**src/rtl/secded_rx_pair_ctrl_pkg.sv**
```systemverilog
// Shared constants, FSM encoding and SEC-DED helpers for the paired-codeword
// receive controller.
package secded_rx_pair_ctrl_pkg;

    localparam int unsigned CW_P1 = 0;
    localparam int unsigned CW_P2 = 1;
    localparam int unsigned CW_D0 = 2;
    localparam int unsigned CW_P4 = 3;
    localparam int unsigned CW_D1 = 4;
    localparam int unsigned CW_D2 = 5;
    localparam int unsigned CW_D3 = 6;
    localparam int unsigned CW_P0 = 7;

    localparam int unsigned BYTE_LSB = 0;
    localparam int unsigned COR_BIT  = 8;
    localparam int unsigned DBL_BIT  = 9;

    typedef enum logic [1:0] {
        ST_IDLE      = 2'd0,
        ST_WAIT_HIGH = 2'd1,
        ST_DECODE    = 2'd2,
        ST_WRITE     = 2'd3
    } state_e;

    function automatic logic [2:0] secded_syndrome(input logic [7:0] cw);
        logic s1;
        logic s2;
        logic s4;
        s1 = cw[CW_P1] ^ cw[CW_D0] ^ cw[CW_D1] ^ cw[CW_D3];
        s2 = cw[CW_P2] ^ cw[CW_D0] ^ cw[CW_D2] ^ cw[CW_D3];
        s4 = cw[CW_P4] ^ cw[CW_D1] ^ cw[CW_D2] ^ cw[CW_D3];
        return {s4, s2, s1};
    endfunction

    function automatic logic [1:0] pop2(input logic [1:0] v);
        return {1'b0, v[0]} + {1'b0, v[1]};
    endfunction

endpackage

```
**src/rtl/secded_rx_pair_ctrl_if.sv**
```systemverilog
// Bundles the UART-side, FIFO-side and status signals of the pair controller.
interface secded_rx_pair_ctrl_if #(
    parameter int unsigned DATA_SIZE = 8,
    parameter int unsigned CNT_W     = 8
);
    logic                   s_tick;
    logic                   rx_done;
    logic [DATA_SIZE-1:0]   rx_byte;
    logic                   fifo_full;
    logic                   fifo_wr_en;
    logic [DATA_SIZE+1:0]   fifo_wr_data;
    logic                   pair_timeout;
    logic                   stat_clr;
    logic [2:0]             rx_status;
    logic [CNT_W-1:0]       corr_cnt;
    logic [CNT_W-1:0]       derr_cnt;
    logic                   busy;

    modport slave (
        input  s_tick, rx_done, rx_byte, fifo_full, stat_clr,
        output fifo_wr_en, fifo_wr_data, pair_timeout, rx_status,
               corr_cnt, derr_cnt, busy
    );

    modport master (
        output s_tick, rx_done, rx_byte, fifo_full, stat_clr,
        input  fifo_wr_en, fifo_wr_data, pair_timeout, rx_status,
               corr_cnt, derr_cnt, busy
    );
endinterface

```
**src/rtl/secded_rx_pair_ctrl_dec.sv**
```systemverilog
// Hamming(8,4) SEC-DED decoder: corrects single errors, flags double errors
// and extracts the data nibble.
module secded84_dec
    import secded_rx_pair_ctrl_pkg::*;
(
    input  logic [7:0] cw_i,
    output logic [3:0] nibble_o,
    output logic       corrected_o,
    output logic       double_err_o
);
    logic [2:0] syn_s;
    logic       par_s;
    logic [7:0] flip_s;
    logic [7:0] fixed_s;

    // Classify the codeword; syndrome 0 with odd parity means p0 itself flipped.
    always_comb begin
        syn_s        = secded_syndrome(cw_i);
        par_s        = cw_i[CW_P0] ^ (^cw_i[CW_D3:CW_P1]);
        flip_s       = 8'h00;
        corrected_o  = 1'b0;
        double_err_o = 1'b0;
        if (par_s) begin
            corrected_o = 1'b1;
            if (syn_s != 3'd0) begin
                flip_s = 8'h01 << (syn_s - 3'd1);
            end else begin
                flip_s = 8'h00;
            end
        end else if (syn_s != 3'd0) begin
            double_err_o = 1'b1;
        end else begin
            double_err_o = 1'b0;
        end
        fixed_s  = cw_i ^ flip_s;
        nibble_o = {fixed_s[CW_D3], fixed_s[CW_D2], fixed_s[CW_D1], fixed_s[CW_D0]};
    end
endmodule

```
**src/rtl/secded_rx_pair_ctrl.sv**
```systemverilog
// Pairs received SEC-DED codewords into data bytes, writes {flags, byte} into
// the RX FIFO and keeps sticky error status and saturating counters.
module secded_rx_pair_ctrl
    import secded_rx_pair_ctrl_pkg::*;
#(
    parameter int unsigned DATA_SIZE    = 8,
    parameter int unsigned SAMPLE       = 16,
    parameter int unsigned TIMEOUT_BITS = 20,
    parameter int unsigned CNT_W        = 8
)(
    input logic                  clk,
    input logic                  reset_n,
    secded_rx_pair_ctrl_if.slave bus
);
    localparam int unsigned TICK_LIMIT = SAMPLE * TIMEOUT_BITS;
    localparam int unsigned TICK_W     = $clog2(TICK_LIMIT + 1);

    state_e               state_q, state_d;
    logic [DATA_SIZE-1:0] low_q, low_d, high_q, high_d, byte_q, byte_d;
    logic                 pend_q, pend_d;
    logic [TICK_W-1:0]    tick_q, tick_d;
    logic [1:0]           cor_q, cor_d, dbl_q, dbl_d;
    logic [CNT_W-1:0]     corr_cnt_q, corr_cnt_d, derr_cnt_q, derr_cnt_d;
    logic [CNT_W-1:0]     corr_base_s, derr_base_s;
    logic [2:0]           status_q, status_d;
    logic                 timeout_q, timeout_d, busy_q, busy_d;
    logic                 write_s, wr_en_s, expire_s, timeout_s;
    logic [3:0]           nib_l_s, nib_h_s;
    logic                 cor_l_s, cor_h_s, dbl_l_s, dbl_h_s;
    logic [DATA_SIZE+1:0] word_s;

    function automatic logic [CNT_W-1:0] sat_add(input logic [CNT_W-1:0] a, input logic [1:0] inc);
        logic [CNT_W:0] sum;
        sum = {1'b0, a} + {{(CNT_W-1){1'b0}}, inc};
        if (sum[CNT_W]) begin
            return '1;
        end else begin
            return sum[CNT_W-1:0];
        end
    endfunction

    secded84_dec u_dec_lo (.cw_i(low_q),  .nibble_o(nib_l_s), .corrected_o(cor_l_s), .double_err_o(dbl_l_s));
    secded84_dec u_dec_hi (.cw_i(high_q), .nibble_o(nib_h_s), .corrected_o(cor_h_s), .double_err_o(dbl_h_s));

    // FSM state register.
    always_ff @(posedge clk or negedge reset_n) begin
        if (!reset_n) begin
            state_q <= ST_IDLE;
        end else begin
            state_q <= state_d;
        end
    end

    // FSM next state; a high byte arriving on the expiry cycle beats the timeout.
    always_comb begin
        state_d = state_q;
        case (state_q)
            ST_IDLE:      state_d = bus.rx_done ? ST_WAIT_HIGH : ST_IDLE;
            ST_WAIT_HIGH: begin
                if (bus.rx_done) begin
                    state_d = ST_DECODE;
                end else if (expire_s) begin
                    state_d = ST_IDLE;
                end else begin
                    state_d = ST_WAIT_HIGH;
                end
            end
            ST_DECODE:    state_d = ST_WRITE;
            ST_WRITE:     state_d = (pend_q || bus.rx_done) ? ST_WAIT_HIGH : ST_IDLE;
            default:      state_d = ST_IDLE;
        endcase
    end

    // FSM outputs; the FIFO strobe follows fifo_full within the WRITE cycle.
    always_comb begin
        write_s   = (state_q == ST_WRITE);
        wr_en_s   = write_s && !bus.fifo_full;
        expire_s  = (state_q == ST_WAIT_HIGH) && (tick_q == TICK_W'(TICK_LIMIT));
        timeout_s = expire_s && !bus.rx_done;
    end

    // Datapath next state: byte capture, timer, decode results, counters, status.
    always_comb begin
        low_d    = low_q;
        high_d   = high_q;
        pend_d   = pend_q;
        tick_d   = '0;
        byte_d   = byte_q;
        cor_d    = cor_q;
        dbl_d    = dbl_q;
        case (state_q)
            ST_IDLE: begin
                if (bus.rx_done) begin
                    low_d = bus.rx_byte;
                end else begin
                    low_d = low_q;
                end
            end
            ST_WAIT_HIGH: begin
                tick_d = tick_q;
                if (bus.s_tick && (tick_q != TICK_W'(TICK_LIMIT))) begin
                    tick_d = tick_q + TICK_W'(1);
                end else begin
                    tick_d = tick_q;
                end
                if (bus.rx_done) begin
                    high_d = bus.rx_byte;
                end else if (expire_s) begin
                    low_d = '0;
                end else begin
                    high_d = high_q;
                end
            end
            ST_DECODE: begin
                byte_d = {nib_h_s, nib_l_s};
                cor_d  = {cor_h_s, cor_l_s};
                dbl_d  = {dbl_h_s, dbl_l_s};
                // A byte landing here becomes the next low codeword.
                if (bus.rx_done) begin
                    low_d  = bus.rx_byte;
                    pend_d = 1'b1;
                end else begin
                    pend_d = pend_q;
                end
            end
            ST_WRITE: begin
                pend_d = 1'b0;
                if (bus.rx_done) begin
                    low_d = bus.rx_byte;
                end else begin
                    low_d = low_q;
                end
            end
            default: begin
                pend_d = 1'b0;
            end
        endcase

        corr_base_s = bus.stat_clr ? '0 : corr_cnt_q;
        derr_base_s = bus.stat_clr ? '0 : derr_cnt_q;
        if (write_s) begin
            corr_cnt_d = sat_add(corr_base_s, pop2(cor_q));
            derr_cnt_d = sat_add(derr_base_s, pop2(dbl_q));
        end else begin
            corr_cnt_d = corr_base_s;
            derr_cnt_d = derr_base_s;
        end
        status_d  = (bus.stat_clr ? 3'b000 : status_q)
                  | (write_s ? {bus.fifo_full, |dbl_q, |cor_q} : 3'b000);
        timeout_d = timeout_s;
        busy_d    = (state_d != ST_IDLE);
    end

    // Datapath registers.
    always_ff @(posedge clk or negedge reset_n) begin
        if (!reset_n) begin
            low_q      <= '0;
            high_q     <= '0;
            pend_q     <= 1'b0;
            tick_q     <= '0;
            byte_q     <= '0;
            cor_q      <= 2'b00;
            dbl_q      <= 2'b00;
            corr_cnt_q <= '0;
            derr_cnt_q <= '0;
            status_q   <= 3'b000;
            timeout_q  <= 1'b0;
            busy_q     <= 1'b0;
        end else begin
            low_q      <= low_d;
            high_q     <= high_d;
            pend_q     <= pend_d;
            tick_q     <= tick_d;
            byte_q     <= byte_d;
            cor_q      <= cor_d;
            dbl_q      <= dbl_d;
            corr_cnt_q <= corr_cnt_d;
            derr_cnt_q <= derr_cnt_d;
            status_q   <= status_d;
            timeout_q  <= timeout_d;
            busy_q     <= busy_d;
        end
    end

    // FIFO word assembly from the registered decode results.
    always_comb begin
        word_s                        = '0;
        word_s[BYTE_LSB +: DATA_SIZE] = byte_q;
        word_s[COR_BIT]               = |cor_q;
        word_s[DBL_BIT]               = |dbl_q;
    end

    assign bus.fifo_wr_en   = wr_en_s;
    assign bus.fifo_wr_data = word_s;
    assign bus.pair_timeout = timeout_q;
    assign bus.rx_status    = status_q;
    assign bus.corr_cnt     = corr_cnt_q;
    assign bus.derr_cnt     = derr_cnt_q;
    assign bus.busy         = busy_q;

endmodule

```
**src/flat_wrapper.sv**
```systemverilog
// flat-port wrapper written by rule: the top's interface ports become plain ports
module secded_rx_pair_ctrl_flat import secded_rx_pair_ctrl_pkg::*;
#(
    parameter int unsigned DATA_SIZE    = 8,
    parameter int unsigned SAMPLE       = 16,
    parameter int unsigned TIMEOUT_BITS = 20,
    parameter int unsigned CNT_W        = 8
)
  (clk, reset_n, bus_s_tick, bus_rx_done, bus_rx_byte, bus_fifo_full, bus_stat_clr, bus_fifo_wr_en, bus_fifo_wr_data, bus_pair_timeout, bus_rx_status, bus_corr_cnt, bus_derr_cnt, bus_busy);
  secded_rx_pair_ctrl_if #(.DATA_SIZE(DATA_SIZE), .CNT_W(CNT_W)) bus_i ();
  input logic clk;
  input logic reset_n;
  input wire logic [$bits(bus_i.s_tick)-1:0] bus_s_tick;
  input wire logic [$bits(bus_i.rx_done)-1:0] bus_rx_done;
  input wire logic [$bits(bus_i.rx_byte)-1:0] bus_rx_byte;
  input wire logic [$bits(bus_i.fifo_full)-1:0] bus_fifo_full;
  input wire logic [$bits(bus_i.stat_clr)-1:0] bus_stat_clr;
  output wire logic [$bits(bus_i.fifo_wr_en)-1:0] bus_fifo_wr_en;
  output wire logic [$bits(bus_i.fifo_wr_data)-1:0] bus_fifo_wr_data;
  output wire logic [$bits(bus_i.pair_timeout)-1:0] bus_pair_timeout;
  output wire logic [$bits(bus_i.rx_status)-1:0] bus_rx_status;
  output wire logic [$bits(bus_i.corr_cnt)-1:0] bus_corr_cnt;
  output wire logic [$bits(bus_i.derr_cnt)-1:0] bus_derr_cnt;
  output wire logic [$bits(bus_i.busy)-1:0] bus_busy;
  assign bus_i.s_tick = bus_s_tick;
  assign bus_i.rx_done = bus_rx_done;
  assign bus_i.rx_byte = bus_rx_byte;
  assign bus_i.fifo_full = bus_fifo_full;
  assign bus_i.stat_clr = bus_stat_clr;
  assign bus_fifo_wr_en = bus_i.fifo_wr_en;
  assign bus_fifo_wr_data = bus_i.fifo_wr_data;
  assign bus_pair_timeout = bus_i.pair_timeout;
  assign bus_rx_status = bus_i.rx_status;
  assign bus_corr_cnt = bus_i.corr_cnt;
  assign bus_derr_cnt = bus_i.derr_cnt;
  assign bus_busy = bus_i.busy;
  secded_rx_pair_ctrl #(.DATA_SIZE(DATA_SIZE), .SAMPLE(SAMPLE), .TIMEOUT_BITS(TIMEOUT_BITS), .CNT_W(CNT_W)) u_core (.clk(clk), .reset_n(reset_n), .bus(bus_i));
endmodule
```
**config.mk**
```make
export PLATFORM = sky130hd
export DESIGN_NAME = secded_rx_pair_ctrl_flat
export DESIGN_NICKNAME = d
export VERILOG_FILES = /design/src/rtl/secded_rx_pair_ctrl_pkg.sv /design/src/rtl/secded_rx_pair_ctrl_if.sv /design/src/rtl/secded_rx_pair_ctrl_dec.sv /design/src/rtl/secded_rx_pair_ctrl.sv /design/src/flat_wrapper.sv
export SDC_FILE = /design/constraint.sdc
export NUM_CORES = 1
export LEC_CHECK = 0
export ABC_AREA = 1
export BUFFER_PORTS_ARGS = -buffer_cell sky130_fd_sc_hd__buf_2
export CAP_MARGIN = 20
export CORE_UTILIZATION = 40
export DETAILED_ROUTE_END_ITERATION = 8
export PLACE_DENSITY = 0.68
export SLEW_MARGIN = 20
export SYNTH_ARGS = -nofsm -noshare
export SYNTH_HDL_FRONTEND = slang
export SYNTH_SLANG_ARGS = --single-unit
```
**constraint.sdc**
```tcl
create_clock -name clk -period 2.3 [get_ports clk]
set_clock_uncertainty 0.05 [all_clocks]
set_input_delay 0.46 -clock clk [delete_from_list [all_inputs] [get_ports clk]]
set_output_delay 0.46 -clock clk [all_outputs]
set_load 0.01 [all_outputs]
```
======== Word-level counts from Yosys, hierarchy flattened ========
Index checks and enable logic that the tools add are counted.
Widths: inputs -> output; s select.
cells by class
  shift-type cells ........................ 2
  bitwise gates (word level) .............. 23
  reduce and logical (&&, ||, !) cells .... 20
  add/subtract/negate cells ............... 7
  equal/unequal tests ..................... 10
  multiplexer cells ....................... 31
operators by type and width
  cell                 count
  $mux 8               9
  $mux 7               4
  $xor 1x1->1          20
  $add 8x2->9          2
  $mux 9               2
  $pmux 8 s2           1
  $reduce_xor 7->1     2
  $shl 1x3->7 const A  2
  $xor 7x7->7          2
  $mux 1               10
  $add 9x1->9 const B  1
  $eq 9x9->1 const B   1
  $ne 9x9->1 const B   1
  $pmux 2 s4           1
  $mux 3               2
  $ne 2x2->1 const B   3
  $reduce_bool 3->1    2
  $sub 3x1->3 const B  2
  $add 1x1->2          2
  $eq 2x2->1 const B   2
  $logic_and 1x1->1    4
  $ne 2x1->1 const B   2
  $reduce_and 2->1     2
  $reduce_bool 2->1    2
  10 further kinds     12
storage, ports and cells
  input bits .............................. 14
  logic and storage cells ................. 106
  bits in registers ....................... 61

======== Depth between registers and ports, before layout ========
Gate-level depths: netlist (run 1).
  depth in word-level cells ............... 8
  mapped depth ............................ 15
  mapped depth without buffers ............ 14

======== Cells and area by module ========
From an unflattened synthesis (run 1), not the netlist that was laid out.
unflattened totals
  cells, all modules ...................... 554
  area total of the unflattened synthesis .. 3886.2 um^2
by module, submodules not included
  module               times used  cells an instance  area each (um^2)
  secded_rx_pair_ctrl  1           342                2937.8
  secded84_dec         2           106                474.2

======== Worst setup path before layout (run 1) ========
Ideal clock, no wire load.
  kind .................................... input port to flip-flop
  from .................................... input port bus_stat_clr
  to ...................................... register u_core.corr_cnt_q[0] (netlist: u_core.bus.corr_cnt[0])
  path slack .............................. 0.005 ns
  data required time ...................... 2.163 ns
  stages .................................. 10
  library setup time ...................... 0.087 ns
  arrival ................................. 2.159 ns
  cells stage by stage .................... buf_6 -> inv_2 -> buf_1 -> nand2_1 -> fa_1 -> nor3_2 -> nand2_1 -> nor3_2 -> nand2_2 -> o211ai_1
on the way
  cells in the longest elaborated chain, start to end .. 4
RTL lines
  element                         RTL line                    RTL
  from (decl)                     flat_wrapper.sv:17          input wire logic [$bits(bus_i.stat_clr)-1:0] bus_stat_clr;
  $mux 8 *                        secded_rx_pair_ctrl.sv:139  corr_base_s = bus.stat_clr ? '0 : corr_cnt_q;
  $add 8x2->9                     secded_rx_pair_ctrl.sv:34   sum = {1'b0, a} + {{(CNT_W-1){1'b0}}, inc};
  $mux 8                          secded_rx_pair_ctrl.sv:35   if (sum[CNT_W]) begin
  $mux 8 *                        secded_rx_pair_ctrl.sv:141  if (write_s) begin
  named net u_core.corr_cnt_d[0]  secded_rx_pair_ctrl.sv:23   logic [CNT_W-1:0] corr_cnt_q, corr_cnt_d, derr_cnt_q, derr_cnt_d;
  to (signal assigned)            secded_rx_pair_ctrl.sv:177  corr_cnt_q <= corr_cnt_d;
  to (decl)                       secded_rx_pair_ctrl.sv:23
The timed path passes the listed nets; every way through them passes the cells marked *.
A chain may end at the register's enable or synchronous reset.

======== Worst setup path after layout (run 1) ========
  from .................................... register u_core.high_q[4]
  to ...................................... register u_core.byte_q[5]
on the way
  cells in the longest elaborated chain, start to end .. 8
RTL lines
  element                    RTL line                       RTL
  from (decl)                secded_rx_pair_ctrl.sv:19      logic [DATA_SIZE-1:0] low_q, low_d, high_q, high_d, byte_q, byte_d;
  from (signal assigned)     secded_rx_pair_ctrl.sv:171     high_q <= high_d;
  $xor 1x1->1 (3 in series)  secded_rx_pair_ctrl_pkg.sv:31  s4 = cw[CW_P4] ^ cw[CW_D1] ^ cw[CW_D2] ^ cw[CW_D3];
  $sub 3x1->3                secded_rx_pair_ctrl_dec.sv:26  flip_s = 8'h01 << (syn_s - 3'd1);
  $shl 1x3->7                secded_rx_pair_ctrl_dec.sv:26
  $mux 7                     secded_rx_pair_ctrl_dec.sv:25  if (syn_s != 3'd0) begin
  $mux 7                     secded_rx_pair_ctrl_dec.sv:23  if (par_s) begin
  $xor 7x7->7 *              secded_rx_pair_ctrl_dec.sv:35  fixed_s = cw_i ^ flip_s;
  to (signal assigned)       secded_rx_pair_ctrl.sv:174     byte_q <= byte_d;
  to (decl)                  secded_rx_pair_ctrl.sv:19
Mark *: on every way between the ends. The rest lies on a longest branch, timed or not.

==> flow_metrics.py, run 1 <==
metrics = {
    "timing": {
        "max_slew_margin": 0.568,
        "whs_ns": 0.0752,
        "clock.fmax_mhz": 474,
        "hold_viol": 0,
        "finalSetupViolCount": 0,
        "tightest_slew_ns": 0.647,
        "fin_crit_ns": 2.11,
        "timing_max_transition_violations_final": 0,
        "finalCritPeriodShare": 0.918,
    },
    "detailed_routing": {
        "vias_per_cell": 5.08,
        "vias": 3250,
        "drt_pass1_iterations": 4,
        "ant_nets": 0,
        "route.detailed.drc": 0,
        "wire_per_inst_um": 12.6,
        "routed_wl_um": 8050,
        "drtIter0Drc": 147,
    },
    "clocking": {
        "cts_max_level": 3,
        "cts_sinks": 61,
        "cts_tree": "done",
        "cts_root_buf": "clkbuf_8",
        "cts_buffers": 9,
        "post-cts-setup-buffers": 0,
        "clock_latency_ns": 0.36,
        "clockBufferDepth": 2,
        "clkTransAtPathRegs_ns": 0.07,
        "ctsHoldBuffers": 0,
    },
    "critical_path": {
        "cp.arrival_ns": 2.36,
        "worstPathCellList": "inv_1 > nand2_1 > nand4_1 > nand2_1 > nor2_1 > ha_1 > nor2_1 > nand3_1 > nor2_1 > nand3_1 > nand2_1 > nand3_1 > nand2_1",
        "critical_path_required_ns": 2.55,
        "cp_slowest_cell": "dfrtp_1",
        "cp_max_fo": 8,
        "critPathLaunchType": "flip-flop",
        "cp_common_cell": "nand2_1",
        "critPathBufInv": 1,
        "crit_path_end_kind": "flip-flop",
        "worstSetupPathType": "flip-flop to flip-flop",
        "max_stage_delay_ns": 0.51,
        "path_delay_family": "simple AND/OR/NAND/NOR gates",
    },
    "synth": {
        "synth_fp_nets": 495,
        "synth.distinct_cells": 39,
        "ys.flop_type": "dfrtp_1",
        "yosys-top-cells-count": "131 x nand2_1, 64 x nand3_1, 62 x inv_1",
        "yosysTopAreaCell": "dfrtp_1",
        "synthCells": 475,
        "ys_seq_area_frac": 0.428,
        "synth_area_leaders": "dfrtp_1 43%, nand2_1 14%, nand3_1 9.0%",
        "avgSynthCellArea_sq_um": 7.51,
        "synth-edff-count": 0,
        "synthArstFlopShare": 1.00,
        "synthMostInstantiatedCell": "nand2_1",
        "synth_top_cell_area_share": 0.428,
        "synthesis.area_sq_um": 3570,
        "ys_ff_latch": 61,
        "yosys_warnings": 0,
    },
    "global_route": {
        "grt_pass1_vias": 3018,
        "grt-ovfl-total": 0,
        "grt_usage": 0.188,
        "antenna_found_initial": 0,
        "grt_pass1_wl_um": 13500,
        "grt_max_degree": 30,
    },
    "place": {
        "placed_area_sq_um": 3910,
        "gp_congestion": 0.962,
        "hpwl_um": 6030,
        "io_buffer_count": 45,
    },
    "layout": {
        "syn_to_final_growth_pct": 16.1,
        "insertedDiodeCount": 0,
        "stdcell_area_sq_um": 4140,
        "fill_cells": 883,
        "nets": 547,
        "drive_above_1_share": 0.195,
    },
    "floorplan": {
        "ios": 46,
        "die-area_sq_um": 9300,
        "dieWidth_um": 96.4,
        "coreArea_sq_um": 8680,
        "placementRows": 34,
        "die_y_um": 96.4,
        "start_util": 0.411,
    },
    "power_and_ir_drop": {
        "p_per_area_nw_per_um2": 1450,
        "vdd_drop_max_uv": 819,
        "fin_total_pwr_mw": 6.00,
        "p_leak_nw": 2.16,
    },
    "worst_hold_path": {
        "min_path_type": "primary input to async pin",
    },
    "flow_run": {
        "max_cap_viol_count": 0,
    },
    "status": {
        "status": "complete, no violations",
    },
}
## metrics by stage
stage          instances  TNS [ns]  utilization  setup slack, ns
2_1_floorplan        475         0            -          0.00468
3_3_place_gp         624         0        0.450            0.213
3_5_place_dp         624         0        0.450            0.194
4_1_cts              640         0        0.476            0.172
5_1_grt              640   -0.0144        0.477          -0.0144
6_report             640         0        0.477            0.189
## path summary, 6_finish.rpt
check,cells past startpoint,end,slack (ns),startpoint
min in group clk,2,u_core.bus.rx_status[2],0.30,bus_fifo_full
max in group asynchronous,2,u_core.bus.corr_cnt[2],1.41,reset_n
max reg2reg,13,u_core.byte_q[5],0.19,u_core.high_q[4]
max,13,u_core.byte_q[5],0.19,u_core.high_q[4]
min,1,u_core.byte_q[7],0.08,reset_n
min reg2reg,2,u_core.byte_q[6],0.42,u_core.byte_q[6]
## cell families after synthesis
family,count (synthesis),synth area share
adders and majority gates,6,0.0253
and+or+nand+nor,265,0.344
buffers and inverters,81,0.0940
xor gates and xnor gates,11,0.0270
AOI/OAI and AO/OA,51,0.0821
DFF,61,0.428
## final cells by class
cell class,instances,area [sq um],share of cell area
well taps,108,135,0.0326
clock inverters,7,98.8,0.0239
inverters,70,264,0.0638
multi-input cells,333,1710,0.413
clock buffers,9,124,0.0299
repair buffers,52,278,0.0671
flip-flops and latches,61,1530,0.370
## routing by layer
layer  wire [um]  track usage  up-vias  part of all wire
met5           0            0        -                 0
met4         172       0.0809        0             0.021
met3         261       0.0282       12             0.032
met2        3830        0.316       62              0.48
met1        3790        0.241     1544              0.47
li1            -            -     1632                 -
## state kept, by name, indices dropped and copies added (netlist names)
| register | flops |
|---|---|
| u_core.bus.busy | 1 |
| u_core.bus.corr_cnt | 8 |
| u_core.bus.derr_cnt | 8 |
| u_core.bus.pair_timeout | 1 |
| u_core.bus.rx_status | 3 |
| u_core.byte_q | 8 |
| u_core.cor_q | 2 |
| u_core.dbl_q | 2 |
| u_core.high_q | 8 |
| u_core.low_q | 8 |
| u_core.pend_q | 1 |
| u_core.state_q | 2 |
| u_core.tick_q | 9 |
## where the power goes
part           switching [mW]  internal, mW
logic                    2.07          1.14
registers               0.309          1.39
clock network           0.477         0.615
## repair_timing
action                                  in CTS  in global routing
resized for setup                            0                  5
endpoints found under the hold margin        0                  0
endpoints found under the setup margin       0                  4
## placed cells by master, fill, tap and decap left out, types with 2 or more instances in the layout
cell / count
buf_4: 7
o211ai_1: 2
bufinv_16: 2
buf_2: 45
clkinv_2: 2
nor3_1: 5
fa_1: 2
a22o_1: 4
clkinv_1: 2
ha_1: 4
nand3_2: 4
a21oi_1: 6
dfrtp_1: 58
xnor2_1: 4
nor3_2: 2
inv_1: 62
nand2_2: 10
nand2_1: 131
inv_2: 5
dfrtp_2: 3
clkbuf_8: 9
nand4_1: 6
nand2_4: 3
o21ai_0: 28
clkinv_4: 2
o22ai_1: 8
nand3_1: 64
nor2_1: 29
xor2_1: 7
nor2_2: 4
No activity file was read; power rests on OpenSTA's default activity.
==> run 2: changes to the inputs <==
--- a/config.mk
+++ b/config.mk
@@ -6,11 +6,12 @@
 export NUM_CORES = 1
 export LEC_CHECK = 0
 export ABC_AREA = 1
+export ABC_CLOCK_PERIOD_IN_PS = 2300
 export BUFFER_PORTS_ARGS = -buffer_cell sky130_fd_sc_hd__buf_2
 export CAP_MARGIN = 20
 export CORE_UTILIZATION = 40
 export DETAILED_ROUTE_END_ITERATION = 8
-export PLACE_DENSITY = 0.68
+export PLACE_DENSITY = 0.65
 export SLEW_MARGIN = 20
 export SYNTH_ARGS = -nofsm -noshare
 export SYNTH_HDL_FRONTEND = slang
==> run 2 against run 1 <==
Effect of this change: core utilization increased by 0.087 points; non-clock buffer count fell by 2; critical path depth increased by 1; via count is 2.0% lower; sequential power hardly changed; count of clock-buffer cells in the layout up 1; final cell count fell by 0.31%; flip-flop and latch count did not move; first-iteration DRC count grew 35%; worst setup slack gained 0.054 ns; die area unchanged; critical path type unchanged; critical endpoint unchanged; largest cell class unchanged; largest power group unchanged.
==> flow_metrics.py, run 2 (same netlist as run 1, synthesis figures left out) <==
metrics = {
    "place": {
        "place_ws_ns": 0.203,
        "placed_cells": 622,
        "gp_congestion": 0.907,
        "hpwl_um": 5800,
        "io_buffer_count": 45,
    },
    "detailed_routing": {
        "route.detailed.drc": 0,
        "vias_per_cell": 4.99,
        "wl_met3_um": 237,
        "ant_nets": 0,
        "m1WireLength_um": 3640,
        "dr_wl_met2_um": 3910,
        "drtIter0Drc": 198,
        "routed_wl_um": 7920,
        "drt_pass1_iterations": 4,
        "top_layer_used": "met4",
        "wire_per_inst_um": 12.4,
        "vias": 3185,
    },
    "timing": {
        "grt_setup_unrepaired": "false",
        "hold_viol": 0,
        "fin_crit_ns": 2.06,
        "tightest_slew_ns": 0.507,
        "max_slew_margin": 0.661,
        "tns_ns": 0,
        "clock.fmax_mhz": 486,
        "finalCritPeriodShare": 0.894,
        "setup_ws_ns": 0.244,
        "timing_max_transition_violations_final": 0,
        "finalSetupViolCount": 0,
    },
    "layout": {
        "syn_to_final_growth_pct": 16.3,
        "largest_reg_flops": 9,
        "final_common_cell": "nand2_1",
        "drive_above_1_share": 0.202,
        "multiInputGateArea_sq_um": 1720,
        "layout_common_cells": "131 x nand2_1, 64 x nand3_1, 62 x inv_1",
        "insertedDiodeCount": 0,
        "nets": 545,
        "fill_cells": 854,
        "top_register": "u_core.tick_q",
        "final_cells": 638,
        "seqCellArea_sq_um": 1530,
    },
    "global_route": {
        "grt_pass1_wl_um": 13700,
        "grt_max_degree": 44,
        "grt_usage": 0.192,
        "grt_pass1_vias": 3113,
        "antenna_found_initial": 0,
        "grt-ovfl-total": 0,
    },
    "floorplan": {
        "ios": 46,
        "coreArea_sq_um": 8680,
        "start_util": 0.411,
        "dieWidth_um": 96.4,
        "placementRows": 34,
        "die-area_sq_um": 9300,
        "die_y_um": 96.4,
    },
    "clocking": {
        "cts_max_level": 3,
        "cts_root_buf": "clkbuf_8",
        "clock_latency_ns": 0.34,
        "cts_tree": "done",
        "cts_buffers": 9,
        "clkTransAtPathRegs_ns": 0.07,
        "ctsHoldBuffers": 0,
        "cts_sinks": 61,
        "clockBufferDepth": 2,
    },
    "critical_path": {
        "timing.critical_path.from": "u_core.high_q[6]",
        "cp_max_fo": 7,
        "critical_path_required_ns": 2.53,
        "r2r-start": "u_core.high_q[6]",
        "crit_path_end_kind": "flip-flop",
        "worstSetupPathType": "flip-flop to flip-flop",
        "critPathLaunchType": "flip-flop",
        "cp.arrival_ns": 2.29,
    },
    "power_and_ir_drop": {
        "p_leak_nw": 2.16,
        "pwr-share-clk": 0.178,
        "p_sw_mw": 2.84,
        "swShare": 0.473,
        "seqPwrFrac": 0.283,
        "intPower_mw": 3.17,
        "p_per_area_nw_per_um2": 1450,
        "combPwrFrac": 0.539,
        "vdd_drop_max_uv": 603,
    },
    "worst_hold_path": {
        "min_path_type": "primary input to async pin",
    },
    "status": {
        "status": "complete, no violations",
    },
    "flow_run": {
        "max_cap_viol_count": 0,
    },
}
-- run 2: what timing repair did --
action,4_1_cts,5_1_grt
endpoints found under the setup margin,0,6
resized for setup,0,10
buffers inserted,0,0
-- run 2: worst paths after layout --
check / end / cells after the start / slack, ns
worst min register to register: u_core.byte_q[0] / 2 / 0.43
max in group asynchronous: u_core.high_q[2] / 2 / 1.56
worst max register to register: u_core.byte_q[5] / 14 / 0.24
min in group clk: u_core.bus.rx_status[2] / 2 / 0.30
worst min-delay path: u_core.byte_q[7] / 1 / 0.03
worst max-delay path: u_core.byte_q[5] / 14 / 0.24
-- run 2: worst max-delay path, cell delays in order, from the launching register on --
cell     delay, ns
dfrtp_2       0.46
inv_2         0.09
nand2_1       0.07
nand2_2       0.09
nand3_1       0.11
nand2_2       0.10
nor2_1        0.05
ha_1          0.30
nor2_2        0.16
nand3_1       0.11
nor2_2        0.13
nand3_1       0.08
nand2_1       0.07
nand3_1       0.06
nand2_1       0.06
-- run 2: cell type report --
class,count,area share
clock inverter,6,0.0208
clock buffer,10,0.0332
inverter,70,0.0636
timing repair buffer,50,0.0664
tap,108,0.0326
multi-input combinational,333,0.414
sequential,61,0.370
-- run 2: stage by stage --
step	hold slack (ns)	util	total power, mW	cell area (sq um)
after floorplan	0.114	-	4.14	3570
after global placement	0.395	0.450	4.73	3910
after detailed placement	0.401	0.450	4.81	3910
after CTS	0.0342	0.476	5.92	4130
after global routing	0.0520	0.478	6.67	4150
final	0.0260	0.478	6.02	4150
-- run 2: metal layers --
layer / vias up / track usage
met5: - / 0
met3: 14 / 0.0305
met1: 1488 / 0.248
li1: 1623 / -
met4: 0 / 0.109
met2: 60 / 0.305
-- run 2: power groups by stage --
stage               Combinational, mW  Sequential, mW  Clock (mW)
floorplan                        2.50            1.64           0
global placement                 3.04            1.69           0
detailed placement               3.10            1.70           0
CTS                              3.14            1.69        1.10
global route                     3.77            1.76        1.14
finish                           3.24            1.70        1.07
